### config.mk
export PLATFORM = sky130hd
export DESIGN_NAME = wb_bypass_regfile
export DESIGN_NICKNAME = d
export VERILOG_FILES = /design/src/rtl/wb_bypass_regfile.sv
export SDC_FILE = /design/constraint.sdc
export NUM_CORES = 2
export LEC_CHECK = 0
export CORE_MARGIN = 2
export CORE_UTILIZATION = 65
export DETAILED_ROUTE_END_ITERATION = 8
export DONT_BUFFER_PORTS = 1
export HOLD_SLACK_MARGIN = 0.05
export PLACE_DENSITY = 0.88
export SYNTH_ARGS = -nofsm -noshare
export SYNTH_HDL_FRONTEND = slang
export SYNTH_SLANG_ARGS = --single-unit
### constraint.sdc
create_clock -name p_clk -period 3.25 [get_ports p_clk]
set_input_delay 0.8125 -clock p_clk [delete_from_list [all_inputs] [get_ports p_clk]]
set_output_delay 0.8125 -clock p_clk [all_outputs]
set_load 0.05 [all_outputs]
### src/rtl/wb_bypass_regfile.sv
// wb_bypass_regfile: pipeline register file with per-port operand latches that snoop writebacks, plus a busy scoreboard (optional X0_ZERO_EN hardwires x0)
module wb_bypass_regfile #(
  parameter int XLEN = 32,
  parameter int NREGS = 32,
  parameter int RD_PORTS = 2,
  localparam int AW = $clog2(NREGS)
) (
  input  logic                     p_clk,
  input  logic                     rst_n,
  input  logic                     stall,
  input  logic [RD_PORTS*AW-1:0]   raddr,
  input  logic [RD_PORTS-1:0]      ex_use,
  output logic [RD_PORTS*XLEN-1:0] ex_val,
  output logic [RD_PORTS*AW-1:0]   ex_src,
  output logic                     hazard,
  input  logic                     wb_valid,
  input  logic                     wb_kill,
  input  logic [AW-1:0]            wb_rd,
  input  logic [XLEN-1:0]          wb_data,
  input  logic                     iss_valid,
  input  logic [AW-1:0]            iss_rd,
  input  logic                     flush
);
  logic [XLEN-1:0]     r_regs [NREGS];
  logic [NREGS-1:0]    r_busy;
  logic [NREGS-1:0]    w_busy_nxt;
  logic [RD_PORTS-1:0] w_hz;
  logic                w_wr_act;
  logic                w_iss_act;
`ifdef X0_ZERO_EN
  assign w_wr_act  = wb_valid & ~wb_kill & (wb_rd != '0);
  assign w_iss_act = iss_valid & (iss_rd != '0);
`else
  assign w_wr_act  = wb_valid & ~wb_kill;
  assign w_iss_act = iss_valid;
`endif
  // architectural register array, written on an active writeback
  always_ff @(posedge p_clk or negedge rst_n)
    if (!rst_n)
      for (int k = 0; k < NREGS; k++) r_regs[k] <= '0;
    else if (w_wr_act)
      r_regs[wb_rd] <= wb_data;
  // issue sets, any writeback (killed too) clears, set wins, flush clears all
  always_comb
    w_busy_nxt = flush ? '0
               : (r_busy & ~(wb_valid ? NREGS'(1) << wb_rd : '0))
               | (w_iss_act ? NREGS'(1) << iss_rd : '0);
  // scoreboard state
  always_ff @(posedge p_clk or negedge rst_n)
    if (!rst_n) r_busy <= '0;
    else        r_busy <= w_busy_nxt;
  for (genvar g = 0; g < RD_PORTS; g++) begin : g_port
    logic [AW-1:0]   w_raddr;
    logic [AW-1:0]   r_src;
    logic [XLEN-1:0] r_opnd;
    logic            w_hit;
    assign w_raddr = raddr[g*AW +: AW];
    assign w_hit   = w_wr_act & (wb_rd == r_src);
    // capture on a free cycle (write-first), otherwise hold and snoop writebacks
    always_ff @(posedge p_clk or negedge rst_n)
      if (!rst_n) begin
        r_src  <= '0;
        r_opnd <= '0;
      end else if (!stall) begin
        r_src  <= w_raddr;
        r_opnd <= (w_wr_act & (wb_rd == w_raddr)) ? wb_data : r_regs[w_raddr];
      end else if (w_hit) begin
        r_opnd <= wb_data;
      end
    assign ex_val[g*XLEN +: XLEN] = w_hit ? wb_data : r_opnd;
    assign ex_src[g*AW +: AW]     = r_src;
    assign w_hz[g]                = ex_use[g] & r_busy[r_src] & ~w_hit;
  end
  assign hazard = |w_hz;
endmodule
==> qor.yml <==
final_layout:
  layout.nets: 3787
  syn_to_final_growth_pct: 9.38
  n_fill_cell: 5307
  drive_gt1_share_pct: 54.7
  multi_input_area_sq_mm: 0.0303
  layout.cells.non_filler: 5058
  seqCellArea_sq_mm: 0.0283
worst_setup_path:
  rr_endpoint: "g_port[0].r_opnd[12]$_DFF_PN0_"
  max_stage_delay_ns: 0.44
  ff2ff_setup_slack_ns: 0.60
  cp.required_ns: 2.44
  critPathKind: "register to output port"
  cp_slowest_cell: "dfrtp_2"
  worstPathCellList: "xor2_1, nor4_2, buf_4, nand3_4, buf_8, buf_12, mux2_4, buf_12"
  rr_worst_depth: 13
  arrival_ns: 2.78
  path_delay_family: "buffers and inverters"
  endpoint_kind: "output port"
  reg2reg_from: "g_port[0].r_src[0]$_DFFE_PN0N_"
  start_kind: "register"
  path_max_fanout: 7
  cp_common_cell: "buf_12"
  worst-path-buf-inv: 4
run_status:
  failed_checks: "max-slew violations, negative setup slack"
  status: "finished with violations"
yosys:
  synth.top_cell.area_share_pct: 46.9
  synth_cell_types: 51
  syn_nets: 3947
  ys_seq_area_share_pct: 46.9
  yosys_register_bits: 1130
  synthTopCellsByArea: "dfrtp_1 47%, mux4_2 22%, mux2_2 20%"
  avgSynthCellArea_sq_um: 15.5
  synth_top_area_cell: "dfrtp_1"
  synth_top_flop_cell: "dfrtp_1"
  synth-edff-count: 0
  async_reset_ff_share_pct: 100
  syn_area_sq_mm: 0.0603
  synth_warnings: 0
  netlist_instances: 3886
grt:
  grt_max_degree: 1131
  antenna_found_initial: 5
  grt_use_total_pct: 38.0
  grt_overflow_total: 0
  grt_first_pass_wirelength_um: 265000
  grt_pass1_vias: 40700
sta:
  max_slew_margin_pct: -6.67
  finalMaxSlewViolations: 84
  finalSetupTns_ns: -15.66
  timing.final.ws_setup_ns: -0.341
  fin_crit_sh_pct: 110
  setup_viol: 65
  hold_slack_ns: 0.170
  max_freq_mhz: 279
  fin_crit_ns: 3.59
  rsz0062_at_grt: "true"
  hold_viol: 0
  worstMarginPinSlew_ns: 1.60
  worst_clock_skew_ns: 0.0219
clock_tree:
  insertion_delay_ns: 0.72
  clockBufferDepth: 3
  numCtsBuffers: 113
  cts_max_level: 3
  root_buffer: "clkbuf_16"
  cts.sinks: 1130
  cts_tree: "yes"
  clkTransAtPathRegs_ns: 0.06
routing:
  ant_nets: 0
  drt_iter0_drc: 4774
  detail_route.wl_per_cell_um: 35.0
  via_count: 38500
  routed_wl_um: 177000
  drc: 0
  vias_per_cell: 7.61
  drtPass1Iterations: 5
floorplan:
  rows: 111
  floorplan.initialDensity_pct: 65.7
  dieArea_sq_mm: 0.0952
  fp.dieW_um: 309
  pin_count: 136
  die_y_um: 309
  core_sq_mm: 0.0918
placed_design:
  post-place-ws_ns: 0.0670
  portBuffers: 0
  gp_congestion: 0.872
  hpwl_um: 94100
  dp.cells: 4825
min_path:
  holdPathEnd: "r_busy[15]$_DFF_PN0_"
  hold_depth: 1
  min_path_type: "input port to register"
  min-delay-start: "flush"
pwr:
  ir_worst_vdd_uv: 463
  cellPowerDensity_mw_per_mm2: 559
  power_leakage_nw: 29.5
  design_power_total_mw: 36.9
run:
  maxCapViolCount: 0
-- timing repair --
item	in CTS	in global routing
gates resized for setup	59	10
endpoints found under the hold margin	1130	2
pin swaps	2	1
setup buffers	18	3
endpoints found under the setup margin	65	475
gates cloned	3	1
-- cells in the mapped netlist, types with 2 or more instances --
cell type,number
nand3_1,8
buf_1,95
o21ai_1,44
or3_1,2
mux2_2,1089
nor2_1,25
xor2_1,14
mux2_4,7
nor4_2,2
a221oi_1,9
a32oi_1,17
nand3b_1,5
a21oi_1,42
buf_6,10
clkbuf_1,173
o21ai_0,63
and2_0,2
mux4_2,592
buf_4,36
and2_1,5
nand2b_1,4
or2_2,3
nor3_1,3
xnor2_1,6
a22oi_1,103
buf_2,121
nor2b_1,5
nand2_1,97
dfrtp_1,1130
mux2i_1,153
-- where the power goes --
group | internal [mW] | total (mW) | switching (mW)
Combinational | 3.90 | 6.44 | 2.53
Sequential | 15.9 | 17.3 | 1.42
Clock | 7.47 | 13.1 | 5.62
Total | 27.3 | 36.9 | 9.57
-- per-stage QoR --
step                instance area [sq um]  util, %
global route                        66000     71.8
finish                              66000     71.8
floorplan                           60300        -
global placement                    61600     67.1
CTS                                 65800     71.6
detailed placement                  61600     67.1
-- placed cells by master (no fill, tap or decap), types with 6 or more instances in the layout --
cell type,count
buf_16,7
buf_12,54
and2_1,6
clkbuf_8,30
a221oi_1,9
dfrtp_1,1126
mux4_2,592
o21ai_1,44
xnor2_1,6
a22oi_1,103
nand3_1,7
clkbuf_16,116
buf_4,89
a21oi_1,42
nor2_1,16
nand2_1,69
nor2_2,6
xor2_1,12
clkbuf_1,26
mux2_4,42
o21ai_0,63
mux2i_1,151
mux2_2,1054
a32oi_1,17
clkinv_2,20
nand2_2,28
-- registers in the layout, summed over array words and instances (netlist names) --
register / cells
g_port.r_opnd: 64
g_port.r_src: 10
r_busy: 32
r_regs: 1024
-- metal layers --
layer | wire, um | GRT usage, % | vias to the layer above
li1 | - | - | 14800
met1 | 61900 | 49.8 | 20300
met2 | 81200 | 57.6 | 2667
met3 | 22000 | 11.3 | 756
met4 | 12000 | 21.3 | 0
met5 | 0 | 0 | -
-- cell type report --
| cell class | instances | share of cell area [%] |
|---|---|---|
| multi-input combinational | 2318 | 46.0 |
| sequential | 1130 | 42.9 |
| tap | 1243 | 2.36 |
| inverter | 3 | 0.0171 |
| clock buffer | 171 | 5.14 |
| antenna | 2 | 0.00759 |
| clock inverter | 31 | 0.467 |
| timing repair buffer | 160 | 3.15 |
-- cells by family after synthesis --
family | after synthesis | share of synthesized area [%]
muxes | 1842 | 45.2
DFF | 1130 | 46.9
buffers and inverters | 438 | 3.33
AOI/OAI and AO/OA | 283 | 2.96
and+or+nand+nor | 173 | 1.33
xor gates and xnor gates | 20 | 0.290
-- how the worst max path moves through the flow --
stage               cells after the start          to                            from
floorplan                               7  ex_val[11]                        wb_rd[4]
global placement                        6  ex_val[55]                        wb_rd[4]
detailed placement                      6  ex_val[48]                        wb_rd[0]
CTS                                     9  ex_val[61]  g_port[1].r_src[1]$_DFFE_PN0N_
global route                            6      hazard  g_port[0].r_src[0]$_DFFE_PN0N_
finish                                  8  ex_val[61]  g_port[1].r_src[0]$_DFFE_PN0N_
Note: power is estimated with default switching activity, not from simulation.
